<file path="config.mk">
export PLATFORM = sky130hd
export DESIGN_NAME = truth_table_scanner_flat
export DESIGN_NICKNAME = d
export VERILOG_FILES = /design/src/rtl/truth_table_scanner_if.sv /design/src/rtl/truth_table_scanner.sv /design/src/flat_wrapper.sv
export SDC_FILE = /design/constraint.sdc
export NUM_CORES = 1
export LEC_CHECK = 0
export BUFFER_PORTS_ARGS = -buffer_cell sky130_fd_sc_hd__clkbuf_2
export CORE_ASPECT_RATIO = 1.4
export CORE_MARGIN = 1.5
export CORE_UTILIZATION = 54
export CTS_BUF_LIST = sky130_fd_sc_hd__clkbuf_4
export DETAILED_ROUTE_END_ITERATION = 16
export GPL_TIMING_DRIVEN = 0
export PLACE_DENSITY = 0.79
export REMOVE_ABC_BUFFERS = 1
export SLEW_MARGIN = 20
export SYNTH_ARGS = -nofsm -noshare
export SYNTH_HDL_FRONTEND = slang
export SYNTH_SLANG_ARGS = --single-unit
</file>
<file path="constraint.sdc">
create_clock -name clk -period 1.74 [get_ports clk]
set_clock_uncertainty 0.1 [all_clocks]
set_input_delay 0.261 -clock clk [delete_from_list [all_inputs] [get_ports clk]]
set_output_delay 0.261 -clock clk [all_outputs]
set_load 0.05 [all_outputs]
</file>
<file path="src/rtl/truth_table_scanner_if.sv">
// ---------------------------------------------------------------------------
// truth_table_scanner_if
//
// Groups the stimulus/capture bus between the truth-table scanner and the
// logic that starts it and reads its results.
//
//   master modport : the scanner. It drives stim and the result signals, and
//                    reads start and the two function outputs.
//   slave modport  : the tester side. It drives start and the function
//                    outputs, and reads stim and the results.
//
// Signals:
//   start          begin a scan (honoured only when the scanner is idle)
//   stim[N_IN]     current vector index ({a,b,c,d} / {w,x,y,z}, MSB first)
//   f1_in, f2_in   outputs of the two function blocks under test
//   busy, done     scan in progress / one-cycle completion pulse
//   map_f1/map_f2  sampled minterm maps, V = 2^N_IN bits
//   cnt_f1/cnt_f2  number of ones in each map, N_IN+1 bits
//
// Optional macro TRUTH_TABLE_CHECK_EN adds exp_f1/exp_f2 (expected maps),
// err_f1/err_f2 (map XOR expected) and pass.
// ---------------------------------------------------------------------------
interface truth_table_scanner_if #(
    parameter int N_IN = 4
);
    localparam int V = 1 << N_IN;

    logic              start;
    logic [N_IN-1:0]   stim;
    logic              f1_in;
    logic              f2_in;
    logic              busy;
    logic              done;
    logic [V-1:0]      map_f1;
    logic [V-1:0]      map_f2;
    logic [N_IN:0]     cnt_f1;
    logic [N_IN:0]     cnt_f2;
`ifdef TRUTH_TABLE_CHECK_EN
    logic [V-1:0]      exp_f1;
    logic [V-1:0]      exp_f2;
    logic [V-1:0]      err_f1;
    logic [V-1:0]      err_f2;
    logic              pass;
`endif

    modport master (
        input  start, f1_in, f2_in,
`ifdef TRUTH_TABLE_CHECK_EN
        input  exp_f1, exp_f2,
        output err_f1, err_f2, pass,
`endif
        output stim, busy, done, map_f1, map_f2, cnt_f1, cnt_f2
    );

    modport slave (
        output start, f1_in, f2_in,
`ifdef TRUTH_TABLE_CHECK_EN
        output exp_f1, exp_f2,
        input  err_f1, err_f2, pass,
`endif
        input  stim, busy, done, map_f1, map_f2, cnt_f1, cnt_f2
    );
endinterface

</file>
<file path="src/rtl/truth_table_scanner.sv">
// ---------------------------------------------------------------------------
// truth_table_scanner
//
// Sweeps every N_IN-bit input combination onto a shared stimulus bus, waits
// SETTLE cycles for the combinational blocks to settle, then samples both
// function outputs. Builds a minterm map and a ones count per function and
// signals completion with a one-cycle done pulse. Results hold until the next
// accepted start or reset.
//
// Parameters:
//   N_IN    variables per function (V = 2^N_IN vectors)
//   SETTLE  wait cycles after each stimulus change before sampling (0..15)
//
// Ports:
//   clk     rising-edge clock
//   rst     synchronous, active-high reset
//   bus     truth_table_scanner_if.master (start, stim, f1_in, f2_in, busy,
//           done, map_f1, map_f2, cnt_f1, cnt_f2)
//
// Optional macro TRUTH_TABLE_CHECK_EN: latches expected maps on start and
// produces per-bit error maps plus a pass flag set in the DONE cycle.
// ---------------------------------------------------------------------------
module truth_table_scanner #(
    parameter int N_IN   = 4,
    parameter int SETTLE = 1
) (
    input  logic                         clk,
    input  logic                         rst,
    truth_table_scanner_if.master        bus
);
    localparam int V = 1 << N_IN;

    localparam logic [3:0]      SETTLE_LAST = (SETTLE > 0) ? 4'(SETTLE - 1) : 4'd0;
    localparam logic [N_IN-1:0] IDX_LAST    = '1;
    localparam logic [N_IN-1:0] IDX_ONE     = N_IN'(1);

    typedef enum logic [1:0] {
        ST_IDLE,
        ST_WAIT,
        ST_SAMPLE,
        ST_DONE
    } state_t;

    state_t          state;
    logic [N_IN-1:0] idx;
    logic [3:0]      wait_cnt;
    logic            busy_q;
    logic            done_q;
    logic [V-1:0]    map_f1_q;
    logic [V-1:0]    map_f2_q;
    logic [N_IN:0]   cnt_f1_q;
    logic [N_IN:0]   cnt_f2_q;
`ifdef TRUTH_TABLE_CHECK_EN
    logic [V-1:0]    exp_f1_q;
    logic [V-1:0]    exp_f2_q;
    logic [V-1:0]    err_f1_q;
    logic [V-1:0]    err_f2_q;
    logic            pass_q;
`endif

    // After each sample the scanner moves to the next vector; with no settle
    // time it samples again on the very next cycle.
    localparam state_t ST_AFTER_STEP = (SETTLE == 0) ? ST_SAMPLE : ST_WAIT;

    // NOTE: all state here is sequential, so every assignment is non-blocking;
    // mixing in blocking assignments would make the result depend on
    // statement order and simulate differently from the synthesized flops.
    always_ff @(posedge clk) begin
        if (rst) begin
            // NOTE: the maps are plain registers, not a RAM, so they can be
            // cleared by reset like any other flop.
            state    <= ST_IDLE;
            idx      <= '0;
            wait_cnt <= '0;
            busy_q   <= 1'b0;
            done_q   <= 1'b0;
            map_f1_q <= '0;
            map_f2_q <= '0;
            cnt_f1_q <= '0;
            cnt_f2_q <= '0;
`ifdef TRUTH_TABLE_CHECK_EN
            exp_f1_q <= '0;
            exp_f2_q <= '0;
            err_f1_q <= '0;
            err_f2_q <= '0;
            pass_q   <= 1'b0;
`endif
        end else begin
            done_q <= 1'b0;
            case (state)
                ST_IDLE: begin
                    if (bus.start) begin
                        idx      <= '0;
                        wait_cnt <= '0;
                        map_f1_q <= '0;
                        map_f2_q <= '0;
                        cnt_f1_q <= '0;
                        cnt_f2_q <= '0;
                        busy_q   <= 1'b1;
`ifdef TRUTH_TABLE_CHECK_EN
                        exp_f1_q <= bus.exp_f1;
                        exp_f2_q <= bus.exp_f2;
                        err_f1_q <= '0;
                        err_f2_q <= '0;
                        pass_q   <= 1'b0;
`endif
                        state    <= ST_AFTER_STEP;
                    end
                end

                ST_WAIT: begin
                    if (wait_cnt == SETTLE_LAST) begin
                        wait_cnt <= '0;
                        state    <= ST_SAMPLE;
                    end else begin
                        wait_cnt <= wait_cnt + 4'd1;
                    end
                end

                ST_SAMPLE: begin
                    map_f1_q[idx] <= bus.f1_in;
                    map_f2_q[idx] <= bus.f2_in;
                    cnt_f1_q      <= cnt_f1_q + {{N_IN{1'b0}}, bus.f1_in};
                    cnt_f2_q      <= cnt_f2_q + {{N_IN{1'b0}}, bus.f2_in};
`ifdef TRUTH_TABLE_CHECK_EN
                    err_f1_q[idx] <= bus.f1_in ^ exp_f1_q[idx];
                    err_f2_q[idx] <= bus.f2_in ^ exp_f2_q[idx];
`endif
                    // idx parks on the last vector rather than wrapping.
                    if (idx == IDX_LAST) begin
                        state <= ST_DONE;
                    end else begin
                        idx   <= idx + IDX_ONE;
                        state <= ST_AFTER_STEP;
                    end
                end

                ST_DONE: begin
                    done_q <= 1'b1;
                    busy_q <= 1'b0;
`ifdef TRUTH_TABLE_CHECK_EN
                    // Error maps already hold the last sample at this point.
                    pass_q <= (err_f1_q == '0) && (err_f2_q == '0);
`endif
                    state  <= ST_IDLE;
                end

                default: state <= ST_IDLE;
            endcase
        end
    end

    assign bus.stim   = idx;
    assign bus.busy   = busy_q;
    assign bus.done   = done_q;
    assign bus.map_f1 = map_f1_q;
    assign bus.map_f2 = map_f2_q;
    assign bus.cnt_f1 = cnt_f1_q;
    assign bus.cnt_f2 = cnt_f2_q;
`ifdef TRUTH_TABLE_CHECK_EN
    assign bus.err_f1 = err_f1_q;
    assign bus.err_f2 = err_f2_q;
    assign bus.pass   = pass_q;
`endif

endmodule

</file>
<file path="src/flat_wrapper.sv">
// flat-port wrapper written by rule: the top's interface ports become plain ports
module truth_table_scanner_flat 
#(
    parameter int N_IN   = 4,
    parameter int SETTLE = 1
)
  (clk, rst, bus_start, bus_f1_in, bus_f2_in, bus_stim, bus_busy, bus_done, bus_map_f1, bus_map_f2, bus_cnt_f1, bus_cnt_f2);
  truth_table_scanner_if #(.N_IN(N_IN)) bus_i ();
  input  logic clk;
  input  logic rst;
  input wire logic [$bits(bus_i.start)-1:0] bus_start;
  input wire logic [$bits(bus_i.f1_in)-1:0] bus_f1_in;
  input wire logic [$bits(bus_i.f2_in)-1:0] bus_f2_in;
  output wire logic [$bits(bus_i.stim)-1:0] bus_stim;
  output wire logic [$bits(bus_i.busy)-1:0] bus_busy;
  output wire logic [$bits(bus_i.done)-1:0] bus_done;
  output wire logic [$bits(bus_i.map_f1)-1:0] bus_map_f1;
  output wire logic [$bits(bus_i.map_f2)-1:0] bus_map_f2;
  output wire logic [$bits(bus_i.cnt_f1)-1:0] bus_cnt_f1;
  output wire logic [$bits(bus_i.cnt_f2)-1:0] bus_cnt_f2;
  assign bus_i.start = bus_start;
  assign bus_i.f1_in = bus_f1_in;
  assign bus_i.f2_in = bus_f2_in;
  assign bus_stim = bus_i.stim;
  assign bus_busy = bus_i.busy;
  assign bus_done = bus_i.done;
  assign bus_map_f1 = bus_i.map_f1;
  assign bus_map_f2 = bus_i.map_f2;
  assign bus_cnt_f1 = bus_i.cnt_f1;
  assign bus_cnt_f2 = bus_i.cnt_f2;
  truth_table_scanner #(.N_IN(N_IN), .SETTLE(SETTLE)) u_core (.clk(clk), .rst(rst), .bus(bus_i));
endmodule
</file>
==> impl_metrics.env, run 1 <==
export IMPL_synthFlopType="dfxtp_1"
export IMPL_synth_seq_area_share_pct=42.2
export IMPL_critical_path_max_stage_delay_ns=0.41
export IMPL_async_flop_share_pct=0
export IMPL_postPlaceCellArea_um2=2770
export IMPL_fmax_mhz=613
export IMPL_min_period_ns=1.63
export IMPL_min_period_over_period_pct=93.7
export IMPL_cts_setup_buffers=0
export IMPL_grt_overflow_total=0
export IMPL_ctsHoldBuffers=0
export IMPL_place_congestion=0.790
export IMPL_ys_types=44
export IMPL_synth_edf_count=0
export IMPL_design_core_area_um2=4540
export IMPL_grt_usage_pct=23.7
export IMPL_die_area_um2=5170
export IMPL_power_density_nw_per_um2=739
export IMPL_crit_path_frequent_cell="inv_1"
export IMPL_setup_worst_path_end_class="flop"
export IMPL_finalInstanceArea_um2=2930
export IMPL_drc_errors=0
export IMPL_crit_cells=5
export IMPL_cts_tree="built"
export IMPL_numPortBuffers=52
export IMPL_antenna_found_initial=0
export IMPL_drive_above_1_share_pct=24.5
export IMPL_clock_sinks=54
export IMPL_synthTopCellsByArea="dfxtp_1 (42%), a21oi_1 (8.0%), o211ai_1 (7.3%)"
export IMPL_yosysWarnings=0
export IMPL_rr_worst_depth=5
export IMPL_status="completed"
export IMPL_avgSynthCellArea_um2=8.79
export IMPL_routedWlPerCell_um=15.2
export IMPL_wl_um=5920
export IMPL_dr_pass1_iters=4
export IMPL_rsz0062_at_grt="false"
export IMPL_grt_max_degree=44
export IMPL_clockRootBuffer="clkbuf_4"
export IMPL_num_nets_final=340
export IMPL_holdPathStages=3
export IMPL_crit_buf_inv=2
export IMPL_synth_area_um2=2560
export IMPL_io_pins=53
export IMPL_crit_family="flip-flops"
export IMPL_synth_common_cells="dfxtp_1 (54), a21oi_1 (41), nand3_1 (35)"
export IMPL_std_cell_rows=29
export IMPL_startpoint_type="flop"
export IMPL_dp_hpwl_um=3900
export IMPL_hold_slack_ns=0.215
export IMPL_cp_max_fo=9
export IMPL_grt_pass1_vias=2067
export IMPL_synth_seq_cells=54
export IMPL_drt_iter0_markers=201
export IMPL_die_h_um=84.4
export IMPL_cts_buffer_depth=2
export IMPL_die_w_um=61.2
export IMPL_drv_cap=0
export IMPL_synth_top_area_share_pct=42.2
export IMPL_finalHoldViolCount=0
export IMPL_grt_first_pass_wirelength_um=9470
export IMPL_netlist_instances=291
export IMPL_clk_pin_slew_worst_paths_ns=0.17
export IMPL_maxSlewViolCount=0
export IMPL_synth_top_cell_by_area="dfxtp_1"
export IMPL_relSlewSlack_pct=42.6
export IMPL_tightest_slew_ns=0.861
export IMPL_numCtsBuffers=5
export IMPL_hold_class="input port to flop"
export IMPL_worstPathArrival_ns=1.79
export IMPL_clk_latency_ns=0.39
export IMPL_drtAntennaViolNets=0
export IMPL_route_vias_total=2335
export IMPL_diodes=0
export IMPL_crit_path_top_delay_cell="dfxtp_1"
export IMPL_crit_chain="inv_1, ha_1, inv_1, o211ai_1, a21oi_1"
export IMPL_vdd_ir_drop_max_v=0.000558
export IMPL_worst_ep_required_time_ns=1.90
export IMPL_yosys_cell_count_top_type="dfxtp_1"
export IMPL_htreeDepth=2
export IMPL_syn2layout_area_growth_pct=14.4
export IMPL_worst_setup_path_type="flop to flop"
export IMPL_setup_viol=0
export IMPL_avgViaCountPerCell=6.02
export IMPL_start_util_pct=56.4
export IMPL_p_leak_uw=0.00105
[flip-flops by register name, summed over array words and instances, names as in the netlist]
register	flops
u_core.bus.map_f1	16
u_core.bus.map_f2	16
u_core.bus.cnt_f1	5
u_core.bus.cnt_f2	5
u_core.bus.stim	4
u_core.wait_cnt	4
u_core.state	2
u_core.bus.busy	1
u_core.bus.done	1
[cell type report]
class | count | area (µm²)
flip-flops and latches | 54 | 1100
well taps | 62 | 77.6
repair buffers | 52 | 260
inverters | 18 | 67.6
clock inverters | 3 | 45.0
clock buffers | 5 | 37.5
fillers | 382 | 1610
multi-input cells | 194 | 1340
[final timing paths]
path | startpoint | to | slack (ns)
min reg2reg | u_core.bus.map_f1[15] | u_core.bus.map_f1[15] | 0.39
min | bus_f1_in | u_core.bus.map_f1[2] | 0.21
max | u_core.bus.stim[1] | u_core.bus.map_f2[5] | 0.11
max reg2reg | u_core.bus.stim[1] | u_core.bus.map_f2[5] | 0.11
[repair_timing]
item / CTS / global route
pin swaps: 1 / 1
endpoints found under the setup margin: 46 / 9
gates cloned: 0 / 1
gates resized for setup: 13 / 7
[power by group]
| group | internal, µW | switching [µW] | total, µW | leakage (µW) |
|---|---|---|---|---|
| combinational | 49.0 | 133 | 183 | 0.000570 |
| clock | 302 | 413 | 714 | 0.0000374 |
| sequential | 1240 | 23.6 | 1270 | 0.000439 |
| total | 1590 | 570 | 2160 | 0.00105 |
[layer usage]
metal	share of wire, %	GRT usage (%)
met5	0	0
met4	1.2	8.10
met2	51	38.1
met3	4.9	5.24
met1	43	30.6
[logic make-up after synthesis]
kind of cell | after synthesis | share of synthesized area (%)
AOI/OAI and AO/OA | 99 | 24.7
muxes | 1 | 0.391
adders and majority gates | 10 | 4.89
buffers and inverters | 44 | 7.68
DFF | 54 | 42.2
and+or+nand+nor | 83 | 20.1
[per-stage QoR]
stage | total power (µW) | instances | utilization, % | TNS [ns] | setup WS, ns
global placement | 1460 | 379 | 61.0 | -18.06 | -0.727
global route | 2250 | 388 | 64.5 | 0 | 0.0158
CTS | 2170 | 387 | 63.6 | 0 | 0.0291
finish | 2160 | 388 | 64.5 | 0 | 0.109
floorplan | 1390 | 265 | - | -3.58 | -0.317
detailed placement | 1460 | 379 | 61.0 | -18.40 | -0.740
[worst reg2reg max path, delay by kind of cell (launching register included)]
family,cells,cell delay (ns)
AO/OA/AOI/OAI,2,0.31
adder cells (fa/ha/maj),1,0.37
buffers and inverters,2,0.32
flip-flops,1,0.41
[cell usage in the layout (no fill, tap or decap), drive strengths merged, types with 2 or more instances in the layout]
master and n:
ha 10, a21o 2, or4 5, a21oi 41, a31oi 3, nand4bb 2, o21bai 2, clkbuf 57
o21ai 7, inv 18, nand3 35, or3b 4, nor2b 3, o31ai 5, and4b 3, o211ai 26
clkinvlp 2, nor2 8, o32ai 2, dfxtp 54, nand4b 4, nand2 9, or3 4, a22oi 5
Note: power is estimated with default switching activity, not from simulation.
==> inputs of run 2 (changes only) <==
--- a/config.mk
+++ b/config.mk
@@ -8,11 +8,10 @@
 export BUFFER_PORTS_ARGS = -buffer_cell sky130_fd_sc_hd__clkbuf_2
 export CORE_ASPECT_RATIO = 1.4
 export CORE_MARGIN = 1.5
-export CORE_UTILIZATION = 54
+export CORE_UTILIZATION = 30
 export CTS_BUF_LIST = sky130_fd_sc_hd__clkbuf_4
 export DETAILED_ROUTE_END_ITERATION = 16
 export GPL_TIMING_DRIVEN = 0
-export PLACE_DENSITY = 0.79
 export REMOVE_ABC_BUFFERS = 1
 export SLEW_MARGIN = 20
 export SYNTH_ARGS = -nofsm -noshare
==> run 2 against run 1 <==
Design area grew 0.60%. Largest cell class unchanged. Critical path depth shrank 2. Setup slack worse by 0.035 ns. Register-to-register slack worse by 0.04 ns. Wire length up 8.3%. Sequential power is essentially flat. First-iteration DRC count is 42% lower. Sequential cell count unchanged. Combinational power about the same. Critical endpoint is now u_core.bus.stim[3].
==> impl_metrics.env, run 2 (synthesized netlist as in run 1, its figures left out) <==
export IMPL_status="completed"
export IMPL_vdd_ir_drop_max_v=0.000329
export IMPL_p_leak_uw=0.00104
export IMPL_routedWlPerCell_um=15.0
export IMPL_maxSlewViolCount=0
export IMPL_die_area_um2=9100
export IMPL_grt_first_pass_wirelength_um=10100
export IMPL_drt_iter0_markers=116
export IMPL_design_core_area_um2=8200
export IMPL_drv_cap=0
export IMPL_drtAntennaViolNets=0
export IMPL_numPortBuffers=52
export IMPL_finalInstanceArea_um2=2940
export IMPL_clockPowerShare_pct=28.3
export IMPL_drive_above_1_share_pct=24.8
export IMPL_place_inst=419
export IMPL_clock_sinks=54
export IMPL_diodes=0
export IMPL_min_period_ns=1.67
export IMPL_grt_usage_pct=14.0
export IMPL_setup_viol=0
export IMPL_fin_cells=428
export IMPL_route_vias_total=2300
export IMPL_grt_max_degree=44
export IMPL_pwr_share_comb_pct=9.0
export IMPL_grt_overflow_total=0
export IMPL_drc_errors=0
export IMPL_antenna_found_initial=0
export IMPL_cts_tree="built"
export IMPL_final_common_cell="clkbuf_2"
export IMPL_place_congestion=0.767
export IMPL_die_h_um=112
export IMPL_p_int_uw=1460
export IMPL_register_area_um2=1100
export IMPL_wl_um=6410
export IMPL_hp_start="bus_f1_in"
export IMPL_clk_latency_ns=0.40
export IMPL_multi_input_area_um2=1340
export IMPL_startpoint_type="flop"
export IMPL_fillers=859
export IMPL_htreeDepth=2
export IMPL_p_seq_share_pct=62.7
export IMPL_syn2layout_area_growth_pct=15.1
export IMPL_die_w_um=81.1
export IMPL_startpoint="u_core.state[0]"
export IMPL_hold_class="input port to flop"
export IMPL_relSlewSlack_pct=40.4
export IMPL_start_util_pct=31.2
export IMPL_ctsHoldBuffers=0
export IMPL_setup_worst_path_end_class="flop"
export IMPL_clk_pin_slew_worst_paths_ns=0.15
export IMPL_worst_ep_required_time_ns=1.98
export IMPL_std_cell_rows=39
export IMPL_clockRootBuffer="clkbuf_4"
export IMPL_min_period_over_period_pct=95.8
export IMPL_worst_setup_path_type="flop to flop"
export IMPL_fmax_mhz=600
export IMPL_num_nets_final=340
export IMPL_fin_tns_setup_ns=0
export IMPL_final_cell_mix="clkbuf_2 (52), dfxtp_1 (50), a21oi_1 (41)"
export IMPL_io_pins=53
export IMPL_switchingPower_uw=559
export IMPL_rsz0062_at_grt="false"
export IMPL_r2r_start="u_core.state[0]"
export IMPL_dp_hpwl_um=4310
export IMPL_grt_pass1_vias=2063
export IMPL_avgViaCountPerCell=5.37
export IMPL_numCtsBuffers=5
export IMPL_worstPathArrival_ns=1.90
export IMPL_cp_max_fo=19
export IMPL_tightest_slew_ns=0.894
export IMPL_finalHoldViolCount=0
export IMPL_cts_buffer_depth=2
export IMPL_cts_setup_buffers=0
export IMPL_dr_pass1_iters=4
export IMPL_postPlaceCellArea_um2=2820
export IMPL_power_density_nw_per_um2=685
export IMPL_swShare_pct=27.7
[run 2: cell count changes in the layout (fill, tap and decap cells not counted), sizes merged]
cell / before / now
clkinv: 0 / 2
clkinvlp: 2 / 0
bufinv: 1 / 0
clkbuf: 57 / 58
[run 2: per-layer routing]
metal	wire length, µm	part of all wire, %	GRT usage [%]	vias up
met2	3160	49	22.6	63
met1	2810	44	18.0	1084
met4	101	1.6	5.40	0
met5	0	0	0	-
li1	-	-	-	1148
met3	332	5.2	2.68	5
[run 2: area by class of cell]
class | instances | area share, %
Clock buffer | 6 | 1.53
Timing Repair Buffer | 52 | 8.84
Clock inverter | 2 | 0.297
Inverter | 18 | 2.29
Tap cell | 102 | 4.33
Sequential cell | 54 | 37.2
Multi-Input combinational cell | 194 | 45.5
[run 2: final timing paths]
| check | endpoint | slack (ns) | depth (start not counted) |
|---|---|---|---|
| max | u_core.bus.stim[3] | 0.07 | 3 |
| min reg2reg | u_core.bus.map_f1[15] | 0.39 | 2 |
| min | u_core.bus.map_f1[7] | 0.23 | 3 |
| max reg2reg | u_core.bus.stim[3] | 0.07 | 3 |
[run 2: repair_timing]
action,CTS,global route
hold endpoints to repair,0,0
pin swaps,1,1
endpoints found under the setup margin,46,8
resized for setup,12,7
cloned,0,1
[run 2: critical path: stages, from the launching register on]
cell,delay [ns]
dfxtp_4,0.45
o21bai_2,0.36
or4_1,0.55
a21oi_1,0.14
[run 2: power groups by stage]
stage / clock [µW] / sequential, µW / combinational [µW]
after floorplan: 0 / 1310 / 84.5
after global placement: 0 / 1290 / 173
after detailed placement: 0 / 1290 / 174
after CTS: 589 / 1270 / 177
after global routing: 634 / 1270 / 199
final: 571 / 1260 / 182
[run 2: metrics by stage]
step                      hold WS [ns]  util [%]  total power (µW)  setup slack [ns]
final                            0.228      35.9              2020            0.0738
after global routing             0.253      35.9              2100           0.00344
after CTS                        0.213      35.5              2030            0.0137
after detailed placement         0.366      34.4              1470            -0.734
after global placement           0.361      34.4              1460            -0.696
after floorplan                  0.230         -              1390            -0.317
==> inputs of run 3 (changes only) <==
--- a/config.mk
+++ b/config.mk
@@ -5,6 +5,7 @@
 export SDC_FILE = /design/constraint.sdc
 export NUM_CORES = 1
 export LEC_CHECK = 0
+export ABC_AREA = 1
 export BUFFER_PORTS_ARGS = -buffer_cell sky130_fd_sc_hd__clkbuf_2
 export CORE_ASPECT_RATIO = 1.4
 export CORE_MARGIN = 1.5
==> run 3 against run 2 <==
Combinational power down 5%. Synthesized area fell by 2.9%. Sequential share of layout area rose by 0.72 points. Count of clock-buffer cells in the layout down 1. Synthesized cell count grew 18%. Setup slack better by 0.075 ns. Wire length increased by 0.17%. Clock power shrank 6.8%.
==> impl_metrics.env, run 3 <==
export IMPL_worstPathArrival_ns=1.79
export IMPL_io_pins=53
export IMPL_dr_pass1_iters=4
export IMPL_htreeDepth=2
export IMPL_drv_cap=0
export IMPL_clk_pin_slew_worst_paths_ns=0.15
export IMPL_ctsHoldBuffers=0
export IMPL_syn2layout_area_growth_pct=15.2
export IMPL_hold_slack_ns=0.190
export IMPL_synth_top_cell_by_area="dfxtp_1"
export IMPL_netlist_instances=342
export IMPL_drt_iter0_markers=120
export IMPL_synthTopCellsByArea="dfxtp_1 (44%), nand3_1 (11%), nand2_1 (11%)"
export IMPL_worst_setup_path_type="flop to flop"
export IMPL_synthAdderAreaFrac_pct=5.04
export IMPL_synth_xor_area_share_pct=0.352
export IMPL_final_common_cell="nand2_1"
export IMPL_grt_usage_pct=15.1
export IMPL_p_leak_uw=0.00117
export IMPL_diodes=0
export IMPL_maxSlewViolCount=0
export IMPL_synth_seq_cells=54
export IMPL_grt_overflow_total=0
export IMPL_synthFlopType="dfxtp_1"
export IMPL_setup_viol=0
export IMPL_die_area_um2=8850
export IMPL_relSlewSlack_pct=33.2
export IMPL_cts_setup_buffers=0
export IMPL_synth_compound_area_share_pct=12.6
export IMPL_synth_simple_gate_area_share_pct=30.2
export IMPL_route_vias_total=2392
export IMPL_min_period_over_period_pct=91.5
export IMPL_std_cell_rows=39
export IMPL_yosysWarnings=0
export IMPL_numPortBuffers=52
export IMPL_antenna_found_initial=0
export IMPL_worst_ep_required_time_ns=1.94
export IMPL_wl_um=6420
export IMPL_setup_worst_path_end_class="flop"
export IMPL_ys_types=24
export IMPL_rsz0062_at_grt="false"
export IMPL_drtAntennaViolNets=0
export IMPL_synth_mux_area_share_pct=0
export IMPL_synth_top_family_by_area="simple AND/OR/NAND/NOR gates"
export IMPL_die_h_um=111
export IMPL_place_inst=478
export IMPL_grt_first_pass_wirelength_um=10600
export IMPL_die_w_um=79.9
export IMPL_clk_latency_ns=0.37
export IMPL_yosys_cell_count_top_type="nand2_1"
export IMPL_avgViaCountPerCell=4.90
export IMPL_cts_buffer_depth=2
export IMPL_clock_sinks=54
export IMPL_status="completed"
export IMPL_clockRootBuffer="clkbuf_4"
export IMPL_synth_edf_count=0
export IMPL_vdd_ir_drop_max_v=0.000283
export IMPL_design_core_area_um2=8100
export IMPL_final_cell_mix="nand2_1 (73), nand3_1 (56), clkbuf_2 (52)"
export IMPL_routedWlPerCell_um=13.1
export IMPL_synth_common_cells="nand2_1 (74), nand3_1 (56), dfxtp_1 (54)"
export IMPL_num_nets_final=400
export IMPL_tightest_slew_ns=1.00
export IMPL_grt_max_degree=49
export IMPL_drive_above_1_share_pct=18.9
export IMPL_finalHoldViolCount=0
export IMPL_min_period_ns=1.59
export IMPL_hold_class="input port to flop"
export IMPL_startpoint_type="flop"
export IMPL_start_util_pct=30.7
export IMPL_cts_tree="built"
export IMPL_fmax_mhz=628
export IMPL_numCtsBuffers=5
export IMPL_place_congestion=0.732
export IMPL_grt_pass1_vias=2275
export IMPL_avgSynthCellArea_um2=7.27
export IMPL_fillers=908
export IMPL_synth_top_area_share_pct=43.5
export IMPL_dp_hpwl_um=4190
export IMPL_fin_cells=488
export IMPL_cp_max_fo=11
export IMPL_synth_area_um2=2480
export IMPL_synth_seq_area_share_pct=43.5
export IMPL_power_density_nw_per_um2=685
export IMPL_drc_errors=0
export IMPL_async_flop_share_pct=0
-- run 3: repair_timing --
action | 4_1_cts | 5_1_grt
gates cloned | 2 | 0
setup endpoints to repair | 51 | 5
pin swaps | 1 | 0
resized for setup | 7 | 3
-- run 3: cell families after synthesis --
group / count (synthesis)
adder cells (fa/ha/maj): 10
AO/OA/AOI/OAI: 61
AND/OR/NAND/NOR: 169
buffers and inverters: 47
flip-flops: 54
XOR/XNOR: 1
-- run 3: final cells by class --
cell class                 instances  area (µm²)  share of cell area [%]
timing repair buffer              52         260                    9.09
multi-input combinational        243        1230                    43.0
clock inverter                     3        11.3                   0.394
tap                              102         128                    4.46
clock buffer                       5        37.5                    1.31
sequential                        54        1090                    38.0
inverter                          29         109                    3.80
-- run 3: power breakdown --
| part | leakage [µW] | internal [µW] | switching [µW] |
|---|---|---|---|
| Clock | 0.0000277 | 145 | 386 |
| Combinational | 0.000707 | 33.3 | 138 |
| Sequential | 0.000437 | 1250 | 12.0 |
-- run 3: path summary, 6_finish.rpt --
kind,startpoint,endpoint,slack [ns],cells past startpoint
worst min-delay path,bus_start,u_core.state[1],0.19,3
worst max-delay path,u_core.state[1],u_core.bus.map_f2[10],0.15,6
worst max register to register,u_core.state[1],u_core.bus.map_f2[10],0.15,6
worst min register to register,u_core.bus.map_f1[8],u_core.bus.map_f1[8],0.37,2
-- run 3: metrics by stage --
stage	setup TNS, ns	util [%]	setup slack, ns	area (µm²)	total power, µW
2_1_floorplan	-0.486	-	-0.112	2390	1370
3_3_place_gp	-10.63	34.2	-0.378	2770	1440
3_5_place_dp	-13.03	34.2	-0.436	2770	1450
4_1_cts	0	35.2	0.0715	2850	1990
5_1_grt	0	35.3	0.0136	2860	2060
6_report	0	35.3	0.149	2860	1960
-- run 3: worst max-delay path, cell delays in order (launching register included) --
cell     delay (ns)
dfxtp_2        0.47
inv_2          0.12
nor2_4         0.32
nand3_1        0.19
inv_1          0.10
nand2_1        0.05
a21oi_1        0.14
-- run 3: layer usage --
layer,part of all wire (%),global-route usage (%)
met4,1.8,5.52
met2,51,26.6
met1,42,17.4
met3,5.8,3.21
met5,0,0
